File: config.mk
export PLATFORM = sky130hd
export DESIGN_NAME = axi4lite_master
export DESIGN_NICKNAME = d
export VERILOG_FILES = /design/src/rtl/axi4lite_master.sv
export SDC_FILE = /design/constraint.sdc
export NUM_CORES = 1
export LEC_CHECK = 0
export ABC_CLOCK_PERIOD_IN_PS = 1900
export CAP_MARGIN = 40
export CORE_MARGIN = 2
export CORE_UTILIZATION = 36
export DETAILED_ROUTE_END_ITERATION = 6
export PLACE_DENSITY = 0.75
export SKIP_CTS_REPAIR_TIMING = 1
export SYNTH_ARGS = -nofsm -noshare
export SYNTH_HDL_FRONTEND = slang
export SYNTH_SLANG_ARGS = --single-unit
File: constraint.sdc
create_clock -name s_axi_aclk -period 1.9 [get_ports s_axi_aclk]
set_clock_uncertainty 0.2 [all_clocks]
set_input_delay 0.38 -clock s_axi_aclk [delete_from_list [all_inputs] [get_ports s_axi_aclk]]
set_output_delay 0.38 -clock s_axi_aclk [all_outputs]
set_load 0.03 [all_outputs]
File: src/rtl/axi4lite_master.sv
// Single-outstanding AXI4-Lite master: turns one local command into one AXI
// read or write transaction and returns the captured response.
module axi4lite_master #(
    parameter int DATA_WIDTH = 32,
    parameter int ADDR_WIDTH = 6
) (
    input  logic                  s_axi_aclk,
    input  logic                  s_axi_aresetn,
    // local command / response
    input  logic                  cmd_valid,
    output logic                  cmd_ready,
    input  logic                  cmd_write,
    input  logic [ADDR_WIDTH-1:0] cmd_addr,
    input  logic [DATA_WIDTH-1:0] cmd_wdata,
    output logic                  rsp_valid,
    input  logic                  rsp_ready,
    output logic [DATA_WIDTH-1:0] rsp_rdata,
    output logic [1:0]            rsp_resp,
    // write address / data / response
    output logic [ADDR_WIDTH-1:0] m_axi_awaddr,
    output logic                  m_axi_awvalid,
    input  logic                  m_axi_awready,
    output logic [DATA_WIDTH-1:0] m_axi_wdata,
    output logic                  m_axi_wvalid,
    input  logic                  m_axi_wready,
    input  logic [1:0]            m_axi_bresp,
    input  logic                  m_axi_bvalid,
    output logic                  m_axi_bready,
    // read address / data
    output logic [ADDR_WIDTH-1:0] m_axi_araddr,
    output logic                  m_axi_arvalid,
    input  logic                  m_axi_arready,
    input  logic [DATA_WIDTH-1:0] m_axi_rdata,
    input  logic [1:0]            m_axi_rresp,
    input  logic                  m_axi_rvalid,
    output logic                  m_axi_rready,
    // current FSM state for observation
    output logic [2:0]            dbg_state
);

    // Handshakes everywhere are strict valid/ready: a transfer happens on a
    // rising edge where both are high; a raised valid, and the payload it
    // qualifies, stay put until that edge.

    typedef enum logic [2:0] {
        S_IDLE  = 3'd0,
        S_WR    = 3'd1,
        S_WRESP = 3'd2,
        S_RADDR = 3'd3,
        S_RDATA = 3'd4,
        S_RSP   = 3'd5
    } state_t;

    state_t                state_q, state_d;
    logic                  cmd_ready_q, cmd_ready_d;
    logic                  rsp_valid_q, rsp_valid_d;
    logic [DATA_WIDTH-1:0] rsp_rdata_q, rsp_rdata_d;
    logic [1:0]            rsp_resp_q, rsp_resp_d;
    logic [ADDR_WIDTH-1:0] awaddr_q, awaddr_d;
    logic                  awvalid_q, awvalid_d;
    logic [DATA_WIDTH-1:0] wdata_q, wdata_d;
    logic                  wvalid_q, wvalid_d;
    logic                  bready_q, bready_d;
    logic [ADDR_WIDTH-1:0] araddr_q, araddr_d;
    logic                  arvalid_q, arvalid_d;
    logic                  rready_q, rready_d;
    logic                  aw_done_q, aw_done_d;
    logic                  w_done_q, w_done_d;

    logic aw_hs, w_hs, b_hs, ar_hs, r_hs, cmd_hs, rsp_hs;

    assign aw_hs  = awvalid_q && m_axi_awready;
    assign w_hs   = wvalid_q && m_axi_wready;
    assign b_hs   = m_axi_bvalid && bready_q;
    assign ar_hs  = arvalid_q && m_axi_arready;
    assign r_hs   = m_axi_rvalid && rready_q;
    assign cmd_hs = cmd_valid && cmd_ready_q;
    assign rsp_hs = rsp_valid_q && rsp_ready;

    always_ff @(posedge s_axi_aclk or negedge s_axi_aresetn) begin
        if (!s_axi_aresetn) begin
            state_q     <= S_IDLE;
            cmd_ready_q <= 1'b0;
            rsp_valid_q <= 1'b0;
            rsp_rdata_q <= '0;
            rsp_resp_q  <= 2'b00;
            awaddr_q    <= '0;
            awvalid_q   <= 1'b0;
            wdata_q     <= '0;
            wvalid_q    <= 1'b0;
            bready_q    <= 1'b0;
            araddr_q    <= '0;
            arvalid_q   <= 1'b0;
            rready_q    <= 1'b0;
            aw_done_q   <= 1'b0;
            w_done_q    <= 1'b0;
        end else begin
            state_q     <= state_d;
            cmd_ready_q <= cmd_ready_d;
            rsp_valid_q <= rsp_valid_d;
            rsp_rdata_q <= rsp_rdata_d;
            rsp_resp_q  <= rsp_resp_d;
            awaddr_q    <= awaddr_d;
            awvalid_q   <= awvalid_d;
            wdata_q     <= wdata_d;
            wvalid_q    <= wvalid_d;
            bready_q    <= bready_d;
            araddr_q    <= araddr_d;
            arvalid_q   <= arvalid_d;
            rready_q    <= rready_d;
            aw_done_q   <= aw_done_d;
            w_done_q    <= w_done_d;
        end
    end

    // Every output is a register, so the next value of each is decided here
    // together with the next state.
    always_comb begin
        state_d     = state_q;
        cmd_ready_d = cmd_ready_q;
        rsp_valid_d = rsp_valid_q;
        rsp_rdata_d = rsp_rdata_q;
        rsp_resp_d  = rsp_resp_q;
        awaddr_d    = awaddr_q;
        awvalid_d   = awvalid_q;
        wdata_d     = wdata_q;
        wvalid_d    = wvalid_q;
        bready_d    = bready_q;
        araddr_d    = araddr_q;
        arvalid_d   = arvalid_q;
        rready_d    = rready_q;
        aw_done_d   = aw_done_q;
        w_done_d    = w_done_q;

        unique case (state_q)
            S_IDLE: begin
                // cmd_ready also comes up here on the first cycle after reset
                cmd_ready_d = 1'b1;
                if (cmd_hs) begin
                    cmd_ready_d = 1'b0;
                    aw_done_d   = 1'b0;
                    w_done_d    = 1'b0;
                    if (cmd_write) begin
                        state_d   = S_WR;
                        awaddr_d  = cmd_addr;
                        wdata_d   = cmd_wdata;
                        awvalid_d = 1'b1;
                        wvalid_d  = 1'b1;
                    end else begin
                        state_d   = S_RADDR;
                        araddr_d  = cmd_addr;
                        arvalid_d = 1'b1;
                    end
                end
            end
            S_WR: begin
                // AW and W complete independently, in either order
                if (aw_hs) begin
                    awvalid_d = 1'b0;
                    aw_done_d = 1'b1;
                end
                if (w_hs) begin
                    wvalid_d = 1'b0;
                    w_done_d = 1'b1;
                end
                if ((aw_done_q || aw_hs) && (w_done_q || w_hs)) begin
                    state_d  = S_WRESP;
                    bready_d = 1'b1;
                end
            end
            S_WRESP: begin
                if (b_hs) begin
                    bready_d    = 1'b0;
                    rsp_resp_d  = m_axi_bresp;
                    rsp_rdata_d = '0;
                    rsp_valid_d = 1'b1;
                    state_d     = S_RSP;
                end
            end
            S_RADDR: begin
                if (ar_hs) begin
                    arvalid_d = 1'b0;
                    rready_d  = 1'b1;
                    state_d   = S_RDATA;
                end
            end
            S_RDATA: begin
                if (r_hs) begin
                    rready_d    = 1'b0;
                    rsp_rdata_d = m_axi_rdata;
                    rsp_resp_d  = m_axi_rresp;
                    rsp_valid_d = 1'b1;
                    state_d     = S_RSP;
                end
            end
            S_RSP: begin
                if (rsp_hs) begin
                    rsp_valid_d = 1'b0;
                    cmd_ready_d = 1'b1;
                    state_d     = S_IDLE;
                end
            end
            default: begin
                state_d     = S_IDLE;
                cmd_ready_d = 1'b0;
            end
        endcase
    end

    assign cmd_ready     = cmd_ready_q;
    assign rsp_valid     = rsp_valid_q;
    assign rsp_rdata     = rsp_rdata_q;
    assign rsp_resp      = rsp_resp_q;
    assign m_axi_awaddr  = awaddr_q;
    assign m_axi_awvalid = awvalid_q;
    assign m_axi_wdata   = wdata_q;
    assign m_axi_wvalid  = wvalid_q;
    assign m_axi_bready  = bready_q;
    assign m_axi_araddr  = araddr_q;
    assign m_axi_arvalid = arvalid_q;
    assign m_axi_rready  = rready_q;
    assign dbg_state     = state_q;

endmodule
==> summary.txt, run 1 <==
Status
  • Outcome: finished, final reports clean

Worst hold path
  • Tightest Hold Check Type: primary input to asynchronous set/reset pin

Floorplanning
  • Core area: ~9800 sq um
  • DIE AREA: ~11,000 sq um
  • Die W: 105 microns
  • Initial Util: 0.373
  • FP Rows: 36
  • Chip height: approximately 100 microns
  • I/O pins: between 150 and 200

Logic synthesis
  • Net Count, Synth: 335
  • Post-Synthesis Cell Area: 3670 sq um
  • Synthesis Warnings: 0
  • Synth top area share: 0.614
  • Top post-synthesis cells by area: dfrtp_1 61%, mux2_4 16%, a22o_1 7.6%
  • Post-synth cell types: 33
  • Seq/Total Area, Yosys: 0.614
  • Mapped Cells: 251
  • Syn Area/Cell: roughly 15 sq um
  • Cell type with the largest total area after synthesis: dfrtp_1
  • Synthesis-stage register bit count: 90

Final layout
  • Final Util: 0.619
  • Final nets: 519
  • Antenna cells: 0
  • Commonest cells after routing, fill and taps aside: 87 x dlymetal6s2s_1, 86 x dfrtp_1, 82 x clkdlybuf4s50_1
  • Area of the multi-input gates: 1310 sq um
  • Cell area after layout: 6080 sq um
  • Seq. cell area: 2260 sq um
  • Commonest non-fill, non-tap cell in the layout: dlymetal6s2s_1
  • Share of cells above drive strength 1: 0.198
  • Syn-to-layout area delta: 65.7%
  • FILL cells: slightly below 800

CTS
  • Clk_lat worst skew: 0.34 ns
  • CTS root buffer: clkbuf_8
  • TritonCTS Buffers: 9
  • CTS tree: built
  • CTS sink cnt: 90
  • CTS max path bufs: 2
  • Worst-path clk slew: 0.09 ns
  • H-tree depth: 3

STA
  • Setup ws final: between 0.1 and 0.15 ns
  • Max Slew Vio Count: 0
  • RSZ-0062 raised after global routing: no
  • Endpoints failing hold: 0
  • Final setup viols: 0
  • Hold slack: approximately 0.29 ns
  • Tmin final: 1.80 ns
  • Final worst-path cycle share: 0.945
  • Actual slew at the worst max-slew pin: 0.464 ns
  • FMAX: 557 MHz
  • Slew HR: 0.690

Placed design
  • Detailed placement HPWL: 6550 microns
  • DP Worst Slack: -0.271 ns
  • Gp weighted congestion: 0.849
  • I/O Buffers: 171
  • Dpl cell area: about 5600 sq um

Global routing
  • Vias in the first global route: around 2,800
  • Global route overflow: 0
  • Pin count of the biggest net entering global routing: 52
  • Initial antenna violation count: 0
  • Total track usage: 0.162
  • Global-route wire length before repair: 14,200 microns

Routing
  • Routed via count: between 2,000 and 3,000
  • Initial DRC Count: 156
  • DRT antenna net count: 0
  • Initial DRT Pass Iterations: 5
  • # DRC: 0
  • Average routed wire per standard cell: ~16 microns
  • Final wirelength: 9360 microns
  • Vias/cell: ~4.8

Setup path
  • Critical path class: flip-flop to flip-flop
  • Crit. End Element: flip-flop
  • Crit path cell chain: buf_4 -> nand4b_1 -> a21o_1 -> buf_12 -> a22o_1
  • CP max stage cell: dfrtp_2
  • Crit start category: flip-flop
  • Max Fanout on Critical Path: 37
  • Crit path max-delay family: compound AO/OA/AOI/OAI gates
  • Buf+Inv Stages, Crit Path: 2
  • CP required: 1.92 ns
  • CP Data Arrival Time: 1.82 ns
  • CP max stage delay: slightly above 0.4 ns

Pwr
  • Pwr per Cell Area: 587 nW/um^2
  • Power consumption: roughly 0.0036 W
  • Peak supply drop: just over 0.0004 V
  • Leakage: roughly 4.3 nW

Flow run
  • Max-cap viol count: 0
-- cells in the mapped netlist, drive strengths merged --
cell type	n
mux2i	2
or2	2
o22ai	3
nand3	5
o22a	1
buf	10
a222oi	1
a21o	1
nor3	3
clkbuf	5
dfrtp	90
and3	1
inv	4
a21bo	1
mux2	44
nand2	14
o21ai	8
a22oi	2
nor4	1
nor2	9
nor2b	1
a21oi	5
nand4b	2
a41oi	1
a31oi	2
a22o	32
o311ai	1
-- path summary, 6_finish.rpt --
| path | start | to | slack (ns) | cells past startpoint |
|---|---|---|---|---|
| setup / recovery | dbg_state[1] | rsp_rdata[4] | 0.10 | 5 |
| hold / removal | s_axi_aresetn | cmd_ready | 0.29 | 2 |
| setup reg to reg | dbg_state[1] | rsp_rdata[4] | 0.10 | 5 |
| hold reg to reg | rsp_resp[1] | rsp_resp[1] | 0.29 | 2 |
| max in group asynchronous | s_axi_aresetn | rsp_rdata[27] | 0.63 | 3 |
| min in group s_axi_aclk | rsp_resp[1] | rsp_resp[1] | 0.29 | 2 |
-- metal layers --
metal / wire, microns / global-route usage / vias to the layer above
li1: - / - / 1282
met5: 0 / 0 / -
met3: 737 / 0.0393 / 12
met4: 150 / 0.0600 / 0
met2: 4360 / 0.252 / 140
met1: 4110 / 0.220 / 1325
-- sequential cells by signal, summed over array words and instances (netlist names) --
register and flops:
m_axi_wdata 32, aw_done_q 1, cmd_ready 1, rsp_resp 2, m_axi_arvalid 1, m_axi_awvalid 1
rsp_valid 1, m_axi_bready 1, m_axi_wvalid 1, m_axi_araddr 6, w_done_q 1, dbg_state 3
rsp_rdata 32, m_axi_rready 1, m_axi_awaddr 6
-- kinds of logic (layout without fill, tap and decap cells) --
| group | after synthesis | after routing | share of synthesized area |
|---|---|---|---|
| and+or+nand+nor | 38 | 38 | 0.0539 |
| muxes | 46 | 46 | 0.179 |
| AOI/OAI and AO/OA | 58 | 58 | 0.121 |
| DFF | 90 | 90 | 0.614 |
| buffers and inverters | 19 | 208 | 0.0310 |
-- per-stage QoR --
step / TNS [ns] / std cells
after floorplan: 0 / 251
after global placement: -11.14 / 556
after detailed placement: -12.72 / 556
after CTS: -8.69 / 572
after global routing: 0 / 573
final: 0 / 573
-- layout make-up --
class,count,share of cell area
clock buffers,12,0.0239
inverters,4,0.00247
clock inverters,4,0.0124
flip-flops and latches,90,0.371
multi-input cells,142,0.216
repair buffers,188,0.346
well taps,133,0.0274
-- where the power goes --
group          switching, W  total, W  internal, W  leakage (nW)
clock network      0.000637   0.00142     0.000779         0.103
logic             0.0000761  0.000238     0.000162          2.94
registers                 0   0.00191      0.00191          1.23
total              0.000713   0.00357      0.00285          4.27
Note: power is estimated with default switching activity, not from simulation.
==> run 2: changes to the inputs <==
- CTS_CLUSTER_DIAMETER: not set -> 60
==> results of run 2 <==
The final DEF is identical to that of run 1; final timing and power are the same.
==> run 3: changes to the inputs <==
- CELL_PAD_IN_SITES_DETAIL_PLACEMENT: not set -> 0
- CELL_PAD_IN_SITES_GLOBAL_PLACEMENT: not set -> 2
- CORE_UTILIZATION: 36 -> 23
- PLACE_DENSITY: 0.75 -> not set
- PLACE_DENSITY_LB_ADDON: not set -> 0.1
==> run 3 against run 2 <==
Utilization shrank 22 points. Non-clock buffer count grew 5. Via count grew 0.11%. Count of clock-buffer cells in the layout shrank 2. Critical path depth grew 1. First-iteration DRC count shrank 24%. Design area grew 4.1%. Critical path type is now primary input to flip-flop. Critical endpoint is now m_axi_araddr[3]. Largest power group is now clock.
==> summary.txt, run 3 (same netlist as run 1, synthesis figures left out) <==
STA
  • FMAX: 540 MHz (-3.0%)
  • Actual slew at the worst max-slew pin: 0.542 ns (+0.0785 ns)
  • Final worst-path cycle share: 0.974 (+0.0287)
  • Max Slew Vio Count: 0 (unchanged)
  • RSZ-0062 raised after global routing: no
  • Endpoints failing hold: 0 (unchanged)
  • Final setup viols: 0 (unchanged)
  • Hold slack: 0.276 ns (-0.0105 ns)
  • Slew HR: 0.638 (-0.0517)
  • Tmin final: 1.85 ns (+0.0546 ns)

Setup path
  • Crit. End Element: flip-flop
  • CP Data Arrival Time: 1.87 ns (+0.05 ns)
  • Buf+Inv Stages, Crit Path: 3 (+1)
  • CP max stage cell: clkdlybuf4s50_1
  • R2R depth: 5 (unchanged)
  • Worst R2R Setup Slack: 0.06 ns (-0.04 ns)
  • CP max stage delay: 0.45 ns (+0.04 ns)
  • CP required: 1.92 ns (about the same)
  • Max Fanout on Critical Path: 7 (-81%)
  • Crit path max-delay family: buffers and inverters
  • CP Depth: 6 (+1)
  • Critical Path End: m_axi_araddr[3]
  • Critical path class: primary input to flip-flop
  • Reg-to-reg endpoint: m_axi_araddr[3]
  • Critical Path Start: cmd_valid
  • Crit start category: primary input
  • Crit path cell chain: clkdlybuf4s50_1 -> nand2_1 -> buf_4 -> nor4_4 -> buf_4 -> mux2_2
  • Most frequent CP cell: buf_4
  • Critical R2R Launch: dbg_state[1]

Floorplanning
  • DIE AREA: 17,000 sq um (+54%)
  • Initial Util: 0.233 (-0.140)
  • I/O pins: 172 (unchanged)
  • Die W: 130 microns (+24%)
  • FP Rows: 46 (+28%)
  • Chip height: 130 microns (+24%)
  • Core area: 15,700 sq um (+60%)

Final layout
  • Syn-to-layout area delta: 72.5%
  • Share of cells above drive strength 1: 0.205 (+0.00723)
  • Commonest non-fill, non-tap cell in the layout: dlymetal6s2s_1
  • Commonest cells after routing, fill and taps aside: 87 x dlymetal6s2s_1, 86 x dfrtp_1, 82 x clkdlybuf4s50_1
  • Final nets: 524 (+0.96%)
  • Antenna cells: 0 (unchanged)
  • Final Util: 0.403 (-0.216)

Placed design
  • Detailed placement HPWL: 7020 microns (+7.2%)
  • I/O Buffers: 171 (unchanged)
  • Gp weighted congestion: 0.715 (-16%)

Routing
  • WL met3: 1180 microns (+60%)
  • Met2 WL: 4360 microns (about the same)
  • Average routed wire per standard cell: 15.7 microns (-3.7%)
  • Routed via count: 2,762 (+0.11%)
  • Initial DRC Count: 119 (-24%)
  • Routed length on met1: 4690 microns (+14%)
  • Max Used Layer: met4
  • Final wirelength: 10,400 microns (+11%)
  • Vias/cell: 4.18 (-13%)
  • Initial DRT Pass Iterations: 4 (-1)
  • # DRC: 0 (unchanged)
  • DRT antenna net count: 0 (unchanged)

Global routing
  • Global route overflow: 0 (unchanged)
  • Initial antenna violation count: 1 (+1)
  • Total track usage: 0.123 (-0.0390)
  • Vias in the first global route: 2,888 (+4.2%)
  • Pin count of the biggest net entering global routing: 91 (+75%)
  • Global-route wire length before repair: 15,800 microns (+11%)

CTS
  • H-tree depth: 3 (unchanged)
  • CTS sink cnt: 90 (unchanged)
  • CTS root buffer: clkbuf_16
  • CTS max path bufs: 2 (unchanged)
  • Clk_lat worst skew: 0.34 ns (about the same)
  • TritonCTS Buffers: 9 (unchanged)
  • Worst-path clk slew: 0.06 ns (-0.03 ns)
  • CTS tree: built

Pwr
  • Power consumption: 0.00419 W (+18%)
  • Pwr per Cell Area: 663 nW/um^2 (+13%)
  • Leakage: 4.35 nW (+1.9%)
  • Peak supply drop: 0.000421 V (+3.7%)

Flow run
  • Max-cap viol count: 0 (unchanged)

Worst hold path
  • Hold depth: 2
  • Tightest Hold Check Type: flip-flop to flip-flop

Status
  • Outcome: finished, final reports clean
run 3: cell types whose count changed in the layout (fill, tap and decap cells not counted), sizes merged:
| cell | change |
|---|---|
| buf | +5 |
| bufinv | +1 |
| clkbuf | -2 |
| clkinv | +2 |
| clkinvlp | -2 |
run 3: through the flow:
stage	instances	instance area, sq um	setup TNS [ns]	setup slack, ns
finish	660	6330	0	0.0492
global route	660	6330	0	0.00445
CTS	659	6100	-7.31	-0.228
detailed placement	644	5770	-15.34	-0.318
global placement	644	5770	-14.99	-0.279
floorplan	251	3690	0	0.00585
run 3: cell type report:
cell class / instances / area (sq um)
well taps: 216 / 270
flip-flops and latches: 90 / 2260
clock inverters: 5 / 104
repair buffers: 193 / 2140
multi-input cells: 142 / 1310
clock buffers: 10 / 229
fillers: 1507 / 9390
inverters: 4 / 15.0
run 3: power breakdown:
| group | internal, W | leakage [nW] | switching, W |
|---|---|---|---|
| Sequential | 0.00192 | 1.23 | 0 |
| Clock | 0.00128 | 0.163 | 0.000759 |
| Combinational | 0.000163 | 2.96 | 0.0000773 |
run 3: layer usage:
metal,vias up,track usage
met5,-,0
met4,0,0.0436
met3,11,0.0574
met2,131,0.177
met1,1326,0.161
li1,1294,-
run 3: worst reg2reg max path, cell delays in order, from the launching register on:
cell and delay, ns:
dfrtp_2 0.41, or2_1 0.27, buf_4 0.17, nor4_4 0.13, buf_4 0.20, mux2_2 0.34
run 3: worst min-delay path by stage:
stage	to	slack [ns]	startpoint
6_report	rsp_resp[0]	0.28	rsp_resp[0]
5_1_grt	rsp_resp[1]	0.31	rsp_resp[1]
3_3_place_gp	rsp_resp[1]	0.27	rsp_resp[1]
4_1_cts	m_axi_wdata[30]	-0.09	s_axi_aresetn
3_5_place_dp	rsp_resp[0]	0.27	rsp_resp[0]
2_1_floorplan	aw_done_q	-0.12	s_axi_aresetn
==> RTL edit 1, RTL diff (flow settings as in run 2) <==
Put one more register stage on the output `dbg_state`, cleared by the reset. The value now appears one clock later. The other outputs are not delayed to match.
--- a/src/rtl/axi4lite_master.sv
+++ b/src/rtl/axi4lite_master.sv
@@ -220,5 +220,11 @@
     assign m_axi_arvalid = arvalid_q;
     assign m_axi_rready  = rready_q;
-    assign dbg_state     = state_q;
+    always_ff @(posedge s_axi_aclk or negedge s_axi_aresetn) begin
+        if (!s_axi_aresetn) begin
+            dbg_state <= '0;
+        end else begin
+            dbg_state <= state_q;
+        end
+    end
 
 endmodule
Formal check against the unedited RTL: not equivalent (a bounded check fails within 4 cycles, from zero or initial values and one cycle with s_axi_aresetn low).
==> RTL edit 1 against run 2 <==
Wire length up 3.9%; area after synthesis up 2.1%; sequential cell count up 3; design area up 2.2%; setup slack better by 29 ps; first-iteration DRC count down 14%.
Power is not compared: it rests on default switching activity, and its combinational part moved more than twofold at a synthesized area within 25%.
==> RTL edit 1: results (changes against run 2) <==
The number of cells after detailed placement is 580 (+4.3%), and the total routed wirelength is 9720 µm (+3.9%). The number of buffers created by CTS is 9 (unchanged), and the clock edge transition at the registers on the reported setup and hold paths is 80 ps. Synthesized netlist net count: 348 (+3.9%).

For the count of filler cells inserted in the layout, the log shows 814 (+2.9%). The final critical path time including I/O delays and setup works out to 1770 ps (-28.6 ps). Worst setup timing slack at the placement stage: -211 ps (+59.9 ps). The detailed-router iteration count before antenna repair was 4 (-1); the average size of a mapped cell was 14.2 µm² (-2.9%).

The number of global-route vias before repair was 3000 (+8.3%); the number of distinct standard cells referenced by the synthesized netlist was 36 (+9.1%). In this run the most critical hold path is launched from rsp_resp[1]. For the clock insertion delay at the later pin of the skew report, the log shows 350 ps. Ranked by total cell area, the synthesized netlist is headed by dfrtp_1, mux2_4, a22o_1, mux2_2, nand2_1.

The run gives 134 (-14%) as the DRC marker count from the first detailed-route iteration. For the signal arrival time at the worst endpoint, the log shows 1810 ps. After synthesis, the most frequently instantiated cells are dfrtp_1, a22o_1, mux2_2.

The largest net degree at the start of global routing is 51 (-1.9%). Primary flip-flop cell chosen by synthesis mapping: dfrtp_1. IR analysis of the VDD net gives a maximum drop of 0.000730 V. The via count of the routed design is 2913 (+5.6%). The tools report the number of levels the H-tree was split into as 3 (unchanged).

The number of antenna violations at the first check in global routing came out at 0 (unchanged). The detailed placement HPWL is 7070 µm (+7.9%). The class of the tightest hold or removal check is register to register. The analysis attributes to cell leakage a power of 4.03 nW.

The share of post-route cells with drive strength above 1 is 19.3% (-0.47 points), and the slack of the worst reg-to-reg path is 130 ps (+30 ps). The run gives 2 (unchanged) as the clock tree buffer depth. Peak fanout along the critical path: 38 (+2.7%).

Tracing the worst setup path back leads to its startpoint at state_q[1]. The sequential cell area fraction in the yosys report was 62.1% (+0.71 points); the count of buffers from port buffering was 171 (unchanged). The run gives 17.4% (+1.2 points) as the total track usage. The wire length of the first global-routing pass is 15400 µm (+8.1%).

The root buffer cell chosen for the clock tree is clkbuf_8. The cell at the slowest stage of the critical path is dfrtp_1. The number of standard cells in the layout, taps in and fillers out was 597 (+4.2%); the antenna diode instance count was 0 (unchanged).

The worst slew margin relative to its limit came out at 63.8% (-5.3 points). The total placed instance area was 5760 µm² (+2.5%); the count of nets after finishing was 540 (+4.0%). The proportion of register bits with asynchronous set or reset after synthesis was 100% (unchanged); the yosys synthesis warning count was 0 (unchanged). For this run, the slowest stage of the critical path takes 420 ps. The flow ran to the end, and the final reports show no timing, DRC or antenna violations.

Final RePlAce weighted congestion: 0.782 (-8.0%). The kind of cell with the highest combined delay along the critical path is flip-flops. The minimum hold slack was 281 ps (-5.87 ps).
[RTL edit 1: changes by cell type in the layout (fill, tap and decap cells not counted), moves of 3 or more]
cell      before  now
dfrtp_1       86   93
nand3_1        5    2
mux2_4        38   20
a21oi_1        5   10
nand2b_1       0    3
dfrtp_2        4    0
mux2_2         6   24
buf_4         14   19
[RTL edit 1: per-layer routing]
layer	routed length (µm)	vias up	GRT usage, %
li1	-	1354	-
met1	4100	1443	22.1
met2	4870	106	29.2
met3	659	10	4.60
met4	90	0	5.08
met5	0	-	0
[RTL edit 1: power by group]
part	switching, mW	leakage [nW]	internal (mW)
clock network	0.681	0.107	0.742
logic	2.65	2.70	2.33
registers	0.498	1.22	2.82
total	3.83	4.03	5.90
[RTL edit 1: final cells by class]
class	instances	area, µm²	share of cell area [%]
Tap cell	136	170	2.74
Sequential cell	93	2330	37.5
Inverter	3	11.3	0.181
Clock buffer	10	128	2.06
Multi-Input combinational cell	154	1310	21.1
Timing Repair Buffer	195	2170	35.0
Clock inverter	6	86.3	1.39
[RTL edit 1: kinds of logic after synthesis]
| family | after synthesis | share of synthesized area, % |
|---|---|---|
| compound gates | 67 | 13.2 |
| buf+inv | 17 | 3.07 |
| flops | 93 | 62.1 |
| simple gates | 41 | 5.88 |
| mux | 46 | 15.8 |
[RTL edit 1: final timing paths]
path,cells past startpoint,to
setup / recovery,5,m_axi_wdata[26]
hold reg to reg,2,rsp_resp[1]
max in group asynchronous,3,m_axi_awvalid
setup reg to reg,5,m_axi_wdata[26]
min in group asynchronous,3,rsp_rdata[8]
hold / removal,2,rsp_resp[1]
[RTL edit 1: worst min-delay path: stages (launching register included)]
cell and delay, ps:
dfrtp_1 350, nand2_1 40, o21ai_0 50
==> RTL edit 2, RTL diff (settings of run 2) <==
Made on the original files. `ADDR_WIDTH`: 6 -> 7.
--- a/src/rtl/axi4lite_master.sv
+++ b/src/rtl/axi4lite_master.sv
@@ -3,5 +3,5 @@
 module axi4lite_master #(
     parameter int DATA_WIDTH = 32,
-    parameter int ADDR_WIDTH = 6
+    parameter int ADDR_WIDTH = 7
 ) (
     input  logic                  s_axi_aclk,
Interface: changed (resized cmd_addr, m_axi_araddr and m_axi_awaddr); port bits go from 172 to 175. The function was not compared with the original's and may differ.
==> RTL edit 2 against run 2 <==
Sequential cell count rose by 2; largest power group unchanged; area after synthesis rose by 1.9%; clock power fell by 11%; synthesized cell count rose by 1.6%; total power fell by 2.8%; design area rose by 2.3%; highest routed layer unchanged; wire length rose by 3.6%; setup slack got worse by 34 ps.
==> RTL edit 2: results (changes against run 2) <==
The total track usage was 16.2% (+0.057 points); the synthesized netlist net count was 340 (+1.5%). The wire length of the first global-routing pass came out at 14500 µm (+1.9%). The run gives 5780 µm² (+2.8%) as the total placed instance area.

For the final RePlAce weighted congestion, the log shows 0.855 (+0.67%). For the internal portion of total power, the log shows 2.64 mW (-7.6%). For the share of total power in the clock network, the log shows 36.4% (-3.3 points). The tools report the count of filler cells inserted in the layout as 802 (+1.4%). The tools report the detailed-router iteration count before antenna repair as 4 (-1).

For the number of global-route vias before repair, the log shows 2875 (+3.8%). The number of cells after detailed placement is 568 (+2.2%). The met3 track utilization from global routing came out at 5.15% (+1.2 points).

Sequential cell area fraction in the yosys report: 61.6% (+0.19 points). The run finished with clean final reports. The class of the tightest hold or removal check is register to register. The peak fanout along the critical path is 8 (-78%), and the cell leakage power is 4.37 nW (+2.4%).

The logs give 1.96 mW (+3%) for the power in sequential cells and 529 (+1.9%) for the count of nets after finishing. The met2 capacity usage during global routing was 24.5% (-0.67 points). Total clock network power: 1.26 mW (-11%). For the number of standard cells in the layout, taps in and fillers out, the log shows 585 (+2.1%).

The tools report the worst setup timing slack at the placement stage as -323 ps (-52.6 ps). The detailed placement HPWL came out at 6760 µm (+3.2%). The run gives 4200 µm (+2.2%) as the total routed wire length on the met1 layer.

The wire length per cell works out to 16.6 µm (+1.5%). The worst slew margin relative to its limit came out at 73.7% (+4.7 points). Yosys attributes the largest share of cell area to dfrtp_1, mux2_4, a22o_1, mux2_2, nand2_1.

The met1 track utilization from global routing was 22.8% (+0.82 points); the detailed-route vias per instance was 4.86 (+0.93%). The DRC marker count from the first detailed-route iteration was 135 (-13%); the count of buffers from port buffering was 174 (+1.8%).
==> RTL edit 2: final cells by class <==
class                      instances  area [µm²]  share of cell area, %
clock buffer                       9         124                   1.99
clock inverter                     7        67.6                   1.09
inverter                           4        15.0                  0.242
multi-input combinational        144        1340                   21.5
sequential                        92        2310                   37.1
tap                              136         170                   2.74
timing repair buffer             193        2200                   35.3
==> RTL edit 2: path summary, 6_finish.rpt <==
path                               startpoint              end  slack, ps  depth (start not counted)
worst max-delay path             dbg_state[2]  m_axi_araddr[5]         70                          5
worst min-delay path              rsp_resp[0]      rsp_resp[0]        300                          2
worst max register to register   dbg_state[2]  m_axi_araddr[5]         70                          5
worst min register to register    rsp_resp[0]      rsp_resp[0]        300                          2
max in group asynchronous       s_axi_aresetn    rsp_rdata[21]        860                          3
min in group asynchronous       s_axi_aresetn     dbg_state[0]        360                          3
==> RTL edit 2: worst max-delay path, cell delays in order (launching register included) <==
cell and delay [ps]:
dfrtp_2 410, or2_1 280, buf_4 170, nor4_4 140, buf_6 180, mux2_2 340
